`config.mk`:
```
export PLATFORM = sky130hd
export DESIGN_NAME = serial_tx_flat
export DESIGN_NICKNAME = d
export VERILOG_FILES = /design/src/rtl/serial_tx_if.sv /design/src/rtl/serial_tx.sv /design/src/flat_wrapper.sv
export SDC_FILE = /design/constraint.sdc
export NUM_CORES = 1
export LEC_CHECK = 0
export ABC_AREA = 1
export BUFFER_PORTS_ARGS = -buffer_cell sky130_fd_sc_hd__clkbuf_2
export CAP_MARGIN = 30
export CORE_UTILIZATION = 37
export CTS_CLUSTER_SIZE = 24
export DETAILED_ROUTE_END_ITERATION = 10
export GPL_TIMING_DRIVEN = 1
export SLEW_MARGIN = 20
export SYNTH_ARGS = -nofsm -noshare
export SYNTH_HDL_FRONTEND = slang
export SYNTH_SLANG_ARGS = --single-unit
```
`constraint.sdc`:
```
create_clock -name clk -period 2 [get_ports clk]
set_input_delay 0.4 -clock clk [delete_from_list [all_inputs] [get_ports clk]]
set_output_delay 0.4 -clock clk [all_outputs]
set_load 0.03 [all_outputs]
```
`src/rtl/serial_tx_if.sv`:
```
// Byte-producer to serial transmitter link: start strobe, data word,
// and the registered serial line / busy indication coming back.
interface serial_tx_if #(
  parameter int unsigned Width = 8
);
  logic             ce;
  logic [Width-1:0] data;
  logic             tx;
  logic             busy;

  // Core side: issues start strobes and words, watches busy/tx.
  modport master (
    output ce,
    output data,
    input  tx,
    input  busy
  );

  // Transmitter side: consumes strobes and words, drives the line.
  modport slave (
    input  ce,
    input  data,
    output tx,
    output busy
  );
endinterface

```
`src/rtl/serial_tx.sv`:
```
// UART-style serial transmitter: start bit, Width data bits LSB first,
// stop bit; each bit lasts 2^TimerWidth clocks. tx and busy are flops.
module serial_tx #(
  parameter int unsigned Width      = 8,
  parameter int unsigned TimerWidth = 2
) (
  input  logic       clk,
  input  logic       rst,
  serial_tx_if.slave bus
);

  localparam int unsigned IdxWidth = (Width > 1) ? $clog2(Width) : 1;
  localparam logic [IdxWidth-1:0] LastIdx = IdxWidth'(Width - 1);

  localparam logic [1:0] StIdle  = 2'd0;
  localparam logic [1:0] StStart = 2'd1;
  localparam logic [1:0] StData  = 2'd2;
  localparam logic [1:0] StStop  = 2'd3;

  logic [1:0]            state_q, state_d;
  logic [TimerWidth-1:0] timer_q, timer_d;
  logic [IdxWidth-1:0]   idx_q,   idx_d;
  logic [Width-1:0]      shreg_q, shreg_d;
  logic                  tx_q,    tx_d;
  logic                  busy_q,  busy_d;
  logic [Width-1:0]      shifted;
  logic                  bit_end;

  // Next-state logic. tx/busy are computed for the following cycle so the
  // line and busy change on the very edge a state transition happens.
  // The word is shifted right at each data-bit boundary, so the bit on the
  // line is always shreg[0]; idx only tracks which bit is the last one.
  always_comb begin
    state_d = state_q;
    timer_d = timer_q;
    idx_d   = idx_q;
    shreg_d = shreg_q;
    tx_d    = tx_q;
    busy_d  = busy_q;
    shifted = shreg_q >> 1;
    bit_end = (timer_q == '1);

    if (busy_q) begin
      timer_d = timer_q + 1'b1;
    end

    case (state_q)
      StIdle: begin
        tx_d   = 1'b1;
        busy_d = 1'b0;
        if (bus.ce) begin
          shreg_d = bus.data;
          timer_d = '0;
          idx_d   = '0;
          state_d = StStart;
          tx_d    = 1'b0;
          busy_d  = 1'b1;
        end
      end

      StStart: begin
        if (bit_end) begin
          state_d = StData;
          idx_d   = '0;
          tx_d    = shreg_q[0];
        end
      end

      StData: begin
        if (bit_end) begin
          if (idx_q == LastIdx) begin
            state_d = StStop;
            tx_d    = 1'b1;
          end else begin
            idx_d   = idx_q + 1'b1;
            shreg_d = shifted;
            tx_d    = shifted[0];
          end
        end
      end

      StStop: begin
        if (bit_end) begin
          state_d = StIdle;
          busy_d  = 1'b0;
          tx_d    = 1'b1;
        end
      end

      default: begin
        state_d = StIdle;
        tx_d    = 1'b1;
        busy_d  = 1'b0;
      end
    endcase
  end

  // State registers; reset abandons any frame and idles the line at once.
  always_ff @(posedge clk or posedge rst) begin
    if (rst) begin
      state_q <= StIdle;
      timer_q <= '0;
      idx_q   <= '0;
      shreg_q <= '0;
      tx_q    <= 1'b1;
      busy_q  <= 1'b0;
    end else begin
      state_q <= state_d;
      timer_q <= timer_d;
      idx_q   <= idx_d;
      shreg_q <= shreg_d;
      tx_q    <= tx_d;
      busy_q  <= busy_d;
    end
  end

  assign bus.tx   = tx_q;
  assign bus.busy = busy_q;

endmodule

```
`src/flat_wrapper.sv`:
```
// flat-port wrapper written by rule: the top's interface ports become plain ports
module serial_tx_flat 
#(
  parameter int unsigned Width      = 8,
  parameter int unsigned TimerWidth = 2
)
  (clk, rst, bus_ce, bus_data, bus_tx, bus_busy);
  serial_tx_if #(.Width(Width)) bus_i ();
  input  logic clk;
  input  logic rst;
  input wire logic [$bits(bus_i.ce)-1:0] bus_ce;
  input wire logic [$bits(bus_i.data)-1:0] bus_data;
  output wire logic [$bits(bus_i.tx)-1:0] bus_tx;
  output wire logic [$bits(bus_i.busy)-1:0] bus_busy;
  assign bus_i.ce = bus_ce;
  assign bus_i.data = bus_data;
  assign bus_tx = bus_i.tx;
  assign bus_busy = bus_i.busy;
  serial_tx #(.Width(Width), .TimerWidth(TimerWidth)) u_core (.clk(clk), .rst(rst), .bus(bus_i));
endmodule
```
---- Word-level counts from Yosys, hierarchy flattened ----
Index checks and enable logic that the tools add are counted.
operators by class
  $add $sub $neg .......................... 2
  equality and inequality tests ........... 11
  mux-type cells .......................... 27
  reductions and logical operators ........ 9
operators with widths
  kind                                            count
  2-to-1 mux 8 bit                                3
  2-to-1 mux 2 bit                                8
  one-hot mux 8 bit (2 select lines)              1
  2-to-1 mux 3 bit                                4
  AND reduction 5 bit                             2
  one-hot mux 3 bit (3 select lines)              1
  != test 2 x 1 -> 1 bit (second input constant)  4
  one-hot mux 2 bit (4 select lines)              1
  2-to-1 mux 1 bit                                7
  == test 2 bit (second input constant)           3
  != test 2 bit (second input constant)           2
  one-hot mux 1 bit (4 select lines)              1
  AND reduction 4 bit                             1
  nonzero test 2 bit                              2
  adder 3 x 1 -> 3 bit (second input constant)    1
  == test 3 bit (second input constant)           1
  AND reduction 3 bit                             1
  nonzero test 3 bit                              1
  adder 2 x 1 -> 2 bit (second input constant)    1
  == test 2 x 1 -> 1 bit (second input constant)  1
  logical NOT 2 bit                               1
  one-hot mux 1 bit (2 select lines)              1
  AND reduction 2 bit                             1
word-level totals
  bits in registers ....................... 17
  input port bits ......................... 11
  output and inout bits ................... 2
  word-level logic and storage cells ...... 55

---- Depth between registers and ports, before layout ----
Gate-level depths: netlist of the first run.
  depth after elaboration ................. 4
  mapped depth ............................ 9
  mapped depth without buffers ............ 8

---- Worst setup path after synthesis of the first run ----
Ideal clock, no wire load.
  path type ............................... reg2reg
  start ................................... reg u_core.idx_q[0]
  end ..................................... reg u_core.shreg_q[2]
  setup time .............................. 0.123 ns
  arrival ................................. 1.301 ns
  required time ........................... 1.877 ns
  setup slack ............................. 0.575 ns
  stages on the path, launching flop included .. 8
  path buffers ............................ 1
  clock period less this slack ............ 1.425 ns
  path through ............................ dfrtp_1 -> ha_1 -> ha_1 -> o21ai_1 -> nand2_2 -> buf_6 -> nand2_1 -> o21ai_2
between the ends
  longest elaborated chain between the ends .. 3
ends and longest elaborated chain
  item                           RTL line          RTL
  start, declared                serial_tx.sv:22   logic [IdxWidth-1:0] idx_q, idx_d;
  start signal, assigned         serial_tx.sv:110  idx_q <= idx_d;
  == test 3 bit                  serial_tx.sv:71   if (idx_q == LastIdx) begin
  != test 2 bit (no line)        --
  AND reduction 4 bit (no line)  --
  end signal, assigned           serial_tx.sv:111  shreg_q <= shreg_d;
  end, declared                  serial_tx.sv:23   logic [Width-1:0] shreg_q, shreg_d;
Every way passes these cells.
A chain may end at the register's enable or synchronous reset.

---- Worst setup path in the final report of the first run ----
  start ................................... reg u_core.state_q[0]
  end ..................................... reg u_core.shreg_q[4]
between the ends
  longest elaborated chain between the ends .. 3
  elaborated cells between the ends (all ways) .. 8
  those cells by class .................... eq/ne: 4; mux: 1; reduce/logical: 3
ends and longest elaborated chain
  item                                                       RTL line          RTL
  start, declared                                            serial_tx.sv:20   logic [1:0] state_q, state_d;
  start signal, assigned                                     serial_tx.sv:101  state_q <= StIdle;
  start signal, assigned                                     serial_tx.sv:108  state_q <= state_d;
  == test 2 bit / logical NOT 2 bit (equally long branches)  serial_tx.sv:47   case (state_q)
  != test 2 bit (no line) (tied with other cells)            --
  AND reduction 4 bit (no line)                              --
Parallel ways exist; a longest one is shown, timed or not.

==> results.sh, run 1 <==
export IMPL_max_freq_mhz=551
export IMPL_insertion_delay_ns=0.30
export IMPL_vias=797
export IMPL_diodes=0
export IMPL_routedWlPerCell_um=10.9
export IMPL_rsz0062_at_grt="false"
export IMPL_dp_cells=165
export IMPL_synth_async_reset_ratio_pct=100
export IMPL_dieArea_sq_mm=0.00292
export IMPL_cts_sinks=17
export IMPL_synth_flop_cell="dfrtp_1"
export IMPL_setup_tns_ns=0
export IMPL_synth_fa_ha_area_share_pct=8.74
export IMPL_root_buffer="clkbuf_4"
export IMPL_min_path_type="primary input to asynchronous set/reset pin"
export IMPL_synth_top_area_share_pct=40.0
export IMPL_grt_overflow_total=0
export IMPL_crit_fanout=16
export IMPL_dp_hpwl_um=1370
export IMPL_r2r_end="u_core.shreg_q[4]"
export IMPL_cts_tree="done"
export IMPL_grt_pass1_wl_um=3060
export IMPL_drc=0
export IMPL_post_cts_setup_buffers=0
export IMPL_synth_edf_count=0
export IMPL_synth_area_sq_mm=0.00100
export IMPL_die_w_um=54.0
export IMPL_synthMuxAreaShare_pct=0
export IMPL_cts_buffers=3
export IMPL_skew_ns=0.00856
export IMPL_cts_hold_buf=0
export IMPL_port_buffer_count=12
export IMPL_postLayoutCellArea_sq_mm=0.00111
export IMPL_cp_endpoint="u_core.shreg_q[4]"
export IMPL_path_class="flop to flop"
export IMPL_yosys_area_share_simple_pct=26.0
export IMPL_slew_headroom_pct=56.4
export IMPL_finalCriticalPeriod_ns=1.81
export IMPL_leakagePower_uw=0.000618
export IMPL_clock_path_buffers=2
export IMPL_die_h_um=54.0
export IMPL_rows=18
export IMPL_met2_usage_pct=24.3
export IMPL_grtUsageTotal_pct=15.0
export IMPL_worst_setup_path_start_kind="flop"
export IMPL_ys_ff_latch=17
export IMPL_cts_resized=0
export IMPL_instances_no_fill=169
export IMPL_wirelength_um=1850
export IMPL_first_pass_iters=4
export IMPL_r2r_start="u_core.state_q[0]"
export IMPL_synth_top_area_cell="dfrtp_1"
export IMPL_tightest_slew_ns=0.653
export IMPL_report_final_slew_viol_count=0
export IMPL_netlist_instances=125
export IMPL_htreeDepth=1
export IMPL_core_sq_mm=0.00252
export IMPL_antenna_found_initial=0
export IMPL_syn_to_final_growth_pct=10.9
export IMPL_detail_route_antenna_nets=0
export IMPL_synth_area_per_cell_sq_um=8.02
export IMPL_crit_start="u_core.state_q[0]"
export IMPL_grt_start_max_net_pins=18
export IMPL_ir_worst_vdd_uv=862
export IMPL_grt_busiest_layer="met2"
export IMPL_routed_via_density=4.72
export IMPL_place_area_sq_mm=0.00108
export IMPL_timing_hold_violations_final=0
export IMPL_synth_compound_area_share_pct=15.0
export IMPL_use_met1_pct=18.9
export IMPL_fin_hold_ws_ns=0.151
export IMPL_ys_top_cells_by_area="dfrtp_1 (40%), nand2_1 (15%), ha_1 (8.7%)"
export IMPL_drtIter0Drc=5
export IMPL_drive_gt1_share_pct=24.5
export IMPL_grt_pass1_vias=706
export IMPL_status="finished, final reports clean"
export IMPL_reg2regPathDepth=7
export IMPL_synth_top_family_by_area="simple AND/OR/NAND/NOR gates"
export IMPL_ys_warn_count=0
export IMPL_gp_congestion=0.858
export IMPL_cp_required_ns=2.19
export IMPL_critical_path_arrival_ns=2.00
export IMPL_start_util_pct=39.7
export IMPL_pin_count=13
export IMPL_cp_end_kind="flop"
export IMPL_setup_violations=0
export IMPL_powerDensity_mw_per_mm2=1640
export IMPL_cap_violations=0
export IMPL_period_share_pct=90.7
export IMPL_fin_nets=158
export IMPL_ff2ff_setup_slack_ns=0.19
export IMPL_path_clk_slew_ns=0.11
export IMPL_synth_xor_area_share_pct=0.874
export IMPL_yosysSeqAreaShare_pct=42.6
export IMPL_syn_nets=143
export IMPL_synth_cell_types=21
export IMPL_grt_use_met3_pct=5.08
-- metrics by stage --
step	util, %	total power, uW	setup slack, ns
floorplan	-	1470	0.575
global placement	43.0	1610	0.238
detailed placement	43.0	1650	0.203
CTS	44.0	1850	0.176
global route	44.0	2020	0.00403
finish	44.0	1820	0.186
-- critical path, stage by stage, from the launching register on --
cell,delay [ns]
dfrtp_1,0.43
inv_1,0.09
ha_1,0.47
nor2_1,0.14
nor2_2,0.14
nand2_2,0.22
nand2_1,0.15
o21ai_2,0.06
-- synthesized netlist by cell type (2+ instances only) --
library cell,n
nor2_1,6
nand4_1,2
nand2_1,40
dfrtp_1,16
ha_1,7
inv_1,13
o21ai_0,8
or2_2,6
nand3_1,5
a21oi_1,4
o21ai_2,8
-- placed cells by master, fill, tap and decap left out --
cell and n:
a21boi_0 1, a21o_1 1, a21oi_1 4, clkbuf_2 12
clkbuf_4 3, clkinv_2 1, dfrtp_1 16, dfstp_2 1
ha_1 7, inv_1 13, inv_2 1, nand2_1 40
nand2_2 1, nand3_1 5, nand4_1 2, nor2_1 6
nor2_2 1, o21ai_0 8, o21ai_1 1, o21ai_2 8
or2_2 6, xnor2_1 1
-- cell families (layout without fill, tap and decap cells) --
kind of cell	after synthesis	after routing
and+or+nand+nor	61	61
AOI/OAI and AO/OA	23	23
DFF	17	17
buffers and inverters	16	30
adders and majority gates	7	7
xor gates and xnor gates	1	1
-- per-layer routing --
layer,part of all wire [%],up-vias
li1,-,427
met1,51,356
met4,0.54,0
met5,0,-
met3,2.5,2
met2,46,12
-- flip-flops by register name, summed over array words and instances (netlist names) --
register         flops
u_core.bus.busy      1
u_core.state_q       2
u_core.idx_q         3
u_core.timer_q       2
u_core.shreg_q       8
u_core.bus.tx        1
-- where the power goes --
group	switching (uW)	internal, uW
Clock	118	74.4
Combinational	644	371
Sequential	103	513
Total	866	958
-- area by class of cell --
type	instances	area [sq um]
clock buffers	3	22.5
repair buffers	12	60.1
fillers	264	1410
well taps	30	37.5
flip-flops and latches	17	427
clock inverters	1	5.00
multi-input cells	92	507
inverters	14	52.6
-- worst min-delay path by stage --
| stage | startpoint | endpoint | slack [ns] |
|---|---|---|---|
| detailed placement | u_core.shreg_q[6] | u_core.shreg_q[6] | 0.47 |
| CTS | rst | u_core.shreg_q[2] | 0.19 |
| global placement | u_core.bus.tx | u_core.bus.tx | 0.46 |
| global route | rst | u_core.shreg_q[2] | 0.21 |
| floorplan | rst | u_core.bus.busy | 0.33 |
| finish | rst | u_core.shreg_q[1] | 0.15 |
(Power assumes the default switching activity.)
==> inputs of run 2 (changes only) <==
Settings changed: CTS_CLUSTER_SIZE 24 to 10, SETUP_SLACK_MARGIN set to 0.2.
==> run 2 against run 1 <==
Effect of this change:
- largest power group unchanged
- flip-flop and latch count unchanged
- sequential share of layout area decreased by 0.43 points
- clock power about the same
==> results.sh, run 2 (synthesized netlist as in run 1, its figures left out) <==
export IMPL_syn_to_final_growth_pct=12.1
export IMPL_report_final_slew_viol_count=0
export IMPL_htreeDepth=1
export IMPL_cts_tree="done"
export IMPL_crit_family="simple AND/OR/NAND/NOR gates"
export IMPL_dp_hpwl_um=1370
export IMPL_leakagePower_uw=0.000618
export IMPL_worst_setup_path_start_kind="flop"
export IMPL_setup_tns_ns=0
export IMPL_cp_depth=8
export IMPL_routedWlPerCell_um=11.0
export IMPL_drive_gt1_share_pct=25.2
export IMPL_grt_pass1_wl_um=3060
export IMPL_die_h_um=54.0
export IMPL_final_cell_mix="nand2_1 (40), dfrtp_1 (16), inv_1 (13)"
export IMPL_die_w_um=54.0
export IMPL_drtIter0Drc=11
export IMPL_critical_path_arrival_ns=1.84
export IMPL_powerDensity_mw_per_mm2=1650
export IMPL_min_path_type="primary input to asynchronous set/reset pin"
export IMPL_cp_required_ns=2.23
export IMPL_cts_sinks=17
export IMPL_clock_path_buffers=2
export IMPL_finalCriticalPeriod_ns=1.61
export IMPL_path_common_cell="inv_1"
export IMPL_worst_path_max_delay_cell="dfrtp_1"
export IMPL_timing_hold_violations_final=0
export IMPL_path_clk_slew_ns=0.11
export IMPL_top_register="u_core.shreg_q"
export IMPL_insertion_delay_ns=0.30
export IMPL_grt_overflow_total=0
export IMPL_path_class="flop to flop"
export IMPL_layout_commonest_cell="nand2_1"
export IMPL_root_buffer="clkbuf_4"
export IMPL_rows=18
export IMPL_diodes=0
export IMPL_r2r_end="u_core.shreg_q[4]"
export IMPL_grtUsageTotal_pct=15.0
export IMPL_pin_count=13
export IMPL_power_uw=1850
export IMPL_setup_violations=0
export IMPL_seq_area_sq_um=427
export IMPL_max_freq_mhz=620
export IMPL_top_regs="u_core.shreg_q: 8 flops, u_core.idx_q: 3 flops"
export IMPL_cp_slowest_stage_delay_ns=0.43
export IMPL_cap_violations=0
export IMPL_period_share_pct=80.7
export IMPL_grt_start_max_net_pins=18
export IMPL_grt_pass1_vias=707
export IMPL_ff2ff_setup_slack_ns=0.39
export IMPL_first_pass_iters=4
export IMPL_routed_via_density=4.78
export IMPL_antenna_found_initial=0
export IMPL_post_place_ws_ns=0.203
export IMPL_crit_chain="inv_1 > ha_1 > inv_1 > nor2_1 > nor2_2 > nand2_2 > nand2_1 > o21ai_2"
export IMPL_core_sq_mm=0.00252
export IMPL_cts_buffers=3
export IMPL_slew_headroom_pct=56.4
export IMPL_rsz0062_at_grt="false"
export IMPL_gp_congestion=0.858
export IMPL_reg2regPathDepth=8
export IMPL_path_buf_inv=2
export IMPL_multiInputGateArea_sq_um=519
export IMPL_nFillCells=262
export IMPL_post_cts_setup_buffers=0
export IMPL_wirelength_um=1860
export IMPL_cp_end_kind="flop"
export IMPL_fin_nets=158
export IMPL_timing_final_ws_setup_ns=0.386
export IMPL_tightest_slew_ns=0.654
export IMPL_dieArea_sq_mm=0.00292
export IMPL_crit_start="u_core.state_q[0]"
export IMPL_start_util_pct=39.7
export IMPL_port_buffer_count=12
export IMPL_r2r_start="u_core.state_q[0]"
export IMPL_status="finished, final reports clean"
export IMPL_largest_reg_flops=8
export IMPL_ir_worst_vdd_uv=867
export IMPL_drc=0
export IMPL_skew_ns=0.00642
export IMPL_crit_fanout=16
export IMPL_vias=808
export IMPL_detail_route_antenna_nets=0
[run 2: cell counts in the layout (fill, tap and decap cells not counted)]
No cell type changed its count.
[run 2: worst max-delay path by stage]
stage,end
floorplan,u_core.shreg_q[2]
global placement,u_core.shreg_q[1]
detailed placement,u_core.shreg_q[4]
CTS,u_core.shreg_q[5]
global route,u_core.shreg_q[4]
finish,u_core.shreg_q[4]
[run 2: what timing repair did]
| action | in CTS | in global routing |
|---|---|---|
| gates resized for setup | 1 | 1 |
| setup endpoints to repair | 8 | 2 |
| pin swaps | 0 | 0 |
| hold buffers | 0 | 0 |
[run 2: cell type report]
cell class	instances	area share (%)
Clock buffer	3	2.00
Timing Repair Buffer	12	5.35
Multi-Input combinational cell	92	46.2
Inverter	14	4.68
Sequential cell	17	38.0
Clock inverter	1	0.445
Tap cell	30	3.34
[run 2: routing by layer]
metal | vias to the layer above | wire [um] | track usage [%]
met2 | 16 | 856 | 24.3
li1 | 425 | - | -
met4 | 0 | 10 | 3.85
met1 | 365 | 924 | 18.9
met5 | - | 0 | 0
met3 | 2 | 70 | 5.08
[run 2: power breakdown]
group | switching (uW) | internal, uW | total, uW | leakage, uW
logic | 652 | 388 | 1040 | 0.000389
registers | 107 | 513 | 620 | 0.000211
clock network | 120 | 74.4 | 194 | 0.0000177
[run 2: through the flow]
step           util, %  area (sq um)  hold slack [ns]  std cells
5_1_grt           44.5          1120            0.208        169
3_3_place_gp      43.0          1080            0.460        165
3_5_place_dp      43.0          1080            0.468        165
4_1_cts           44.1          1110            0.188        169
2_1_floorplan        -          1000            0.325        125
6_report          44.5          1120            0.152        169
==> inputs of run 3 (changes only) <==
Clock period 2 ns to 1.5 ns, I/O delays scaled along.
==> run 3 against run 2 <==
Effect of this change:
- count of clock-buffer cells in the layout is the same
- first-iteration DRC count is 91% higher
- power grew 70%
- clock power is 37% higher
- cell count rose by 6.5%
- non-clock buffer count increased by 11
- sequential power is 37% higher
- via count is 7.1% higher
- largest cell class unchanged
- utilization is 9.0 points higher
- critical path type unchanged
- design area rose by 20%
- critical path depth shrank 1
- global-route usage up 1.7 points
==> results.sh, run 3 (synthesized netlist as in run 1, its figures left out) <==
export IMPL_clock_path_buffers=2
export IMPL_diodes=0
export IMPL_fin_hold_ws_ns=0.220
export IMPL_setup_violations=0
export IMPL_cts_sinks=17
export IMPL_powerDensity_mw_per_mm2=2330
export IMPL_finalCriticalPeriod_ns=1.40
export IMPL_min_path_type="primary input to flop"
export IMPL_path_clk_slew_ns=0.11
export IMPL_wirelength_um=2130
export IMPL_die_h_um=54.0
export IMPL_first_pass_iters=4
export IMPL_largest_reg_flops=8
export IMPL_root_buffer="clkbuf_4"
export IMPL_antenna_found_initial=0
export IMPL_status="finished, final reports clean"
export IMPL_rows=18
export IMPL_period_share_pct=93.1
export IMPL_skew_ns=0.00323
export IMPL_ir_worst_vdd_uv=1740
export IMPL_layout_commonest_cell="nand2_1"
export IMPL_cts_tree="done"
export IMPL_htreeDepth=1
export IMPL_drc=0
export IMPL_dieArea_sq_mm=0.00292
export IMPL_nFillCells=239
export IMPL_final_cell_mix="nand2_1 (34), dfrtp_1 (15), o21ai_2 (13)"
export IMPL_drtIter0Drc=21
export IMPL_setup_tns_ns=0
export IMPL_slew_headroom_pct=83.6
export IMPL_routedWlPerCell_um=11.8
export IMPL_vias=865
export IMPL_syn_to_final_growth_pct=34.7
export IMPL_timing_final_ws_setup_ns=0.103
export IMPL_path_common_cell="o21ai_2"
export IMPL_start_util_pct=39.7
export IMPL_grt_pass1_wl_um=3350
export IMPL_crit_chain="ha_2 > ha_4 > o21ai_2 > nand2_2 > buf_12 > nand2_1 > o21ai_2"
export IMPL_core_sq_mm=0.00252
export IMPL_grt_start_max_net_pins=18
export IMPL_top_regs="u_core.shreg_q: 8 flops, u_core.idx_q: 3 flops"
export IMPL_fin_nets=169
export IMPL_top_register="u_core.shreg_q"
export IMPL_dp_hpwl_um=1460
export IMPL_drive_gt1_share_pct=46.0
export IMPL_detail_route_antenna_nets=0
export IMPL_path_class="flop to flop"
export IMPL_cp_slowest_stage_delay_ns=0.41
export IMPL_grt_pass1_vias=787
export IMPL_grt_overflow_total=0
export IMPL_port_buffer_count=12
export IMPL_rsz0062_at_grt="true"
export IMPL_power_uw=3150
export IMPL_routed_via_density=4.81
export IMPL_crit_fanout=8
export IMPL_critical_path_arrival_ns=1.60
export IMPL_post_place_ws_ns=0.109
export IMPL_grtUsageTotal_pct=16.7
export IMPL_cts_buffers=3
export IMPL_leakagePower_uw=0.000692
export IMPL_insertion_delay_ns=0.30
export IMPL_timing_hold_violations_final=0
export IMPL_worst_setup_path_start_kind="flop"
export IMPL_gp_congestion=0.803
export IMPL_max_freq_mhz=716
export IMPL_report_final_slew_viol_count=0
export IMPL_cap_violations=0
export IMPL_die_w_um=54.0
export IMPL_pin_count=13
export IMPL_tightest_slew_ns=0.244
export IMPL_worst_path_max_delay_cell="dfrtp_1"
export IMPL_cp_required_ns=1.70
export IMPL_cp_end_kind="flop"
==> run 3: cell types whose count changed in the layout (fill, tap and decap cells not counted), sizes merged <==
cell         before  now
buf               0   10
clkinv            1    0
clkinvlp          0    1
dlygate4sd3       0    1
==> run 3: layout make-up <==
class | count | area, sq um | share of cell area [%]
multi-input cells | 92 | 602 | 44.6
flip-flops and latches | 17 | 428 | 31.7
repair buffers | 23 | 198 | 14.6
inverters | 14 | 55.1 | 4.08
well taps | 30 | 37.5 | 2.78
clock buffers | 3 | 22.5 | 1.67
clock inverters | 1 | 7.51 | 0.556
==> run 3: path summary, 6_finish.rpt <==
path	from	end	slack, ns	cells past startpoint
setup / recovery	u_core.idx_q[1]	u_core.shreg_q[0]	0.10	7
hold / removal	bus_data[7]	u_core.shreg_q[7]	0.22	3
setup reg to reg	u_core.idx_q[1]	u_core.shreg_q[0]	0.10	7
hold reg to reg	u_core.shreg_q[1]	u_core.shreg_q[1]	0.49	2
max in group asynchronous	rst	u_core.bus.tx	0.73	4
min in group asynchronous	rst	u_core.shreg_q[2]	0.52	4
==> run 3: layer usage <==
| metal | share of wire, % | GRT usage [%] |
|---|---|---|
| met1 | 47 | 21.1 |
| met2 | 50 | 26.3 |
| met3 | 2.4 | 3.39 |
| met4 | 1.3 | 8.97 |
| met5 | 0 | 0 |
==> run 3: where the power goes <==
part,switching [uW],leakage (uW),internal (uW),total [uW]
Combinational,1080,0.000468,951,2030
Clock,163,0.0000139,102,265
Sequential,164,0.000210,688,852
==> run 3: stage by stage <==
stage | area, sq um | std cells | util (%)
floorplan | 1070 | 125 | -
global placement | 1200 | 170 | 47.7
detailed placement | 1200 | 170 | 47.7
CTS | 1270 | 177 | 50.3
global route | 1350 | 180 | 53.5
finish | 1350 | 180 | 53.5
==> run 3: repair_timing <==
item                                    4_1_cts  5_1_grt
cloned                                        0        1
endpoints found under the hold margin        16        0
buffers inserted                              2        2
hold buffers                                  1        0
endpoints found under the setup margin       14       17
pin swaps                                     3        5
gates resized for setup                       5       16
==> run 3: worst max-delay path: cells and delay by family, from the launching register on <==
family                   cells  cell delay [ns]
AND/OR/NAND/NOR              2             0.18
buffers and inverters        1             0.16
AO/OA/AOI/OAI                2             0.17
adder cells (fa/ha/maj)      2             0.39
flip-flops                   1             0.41
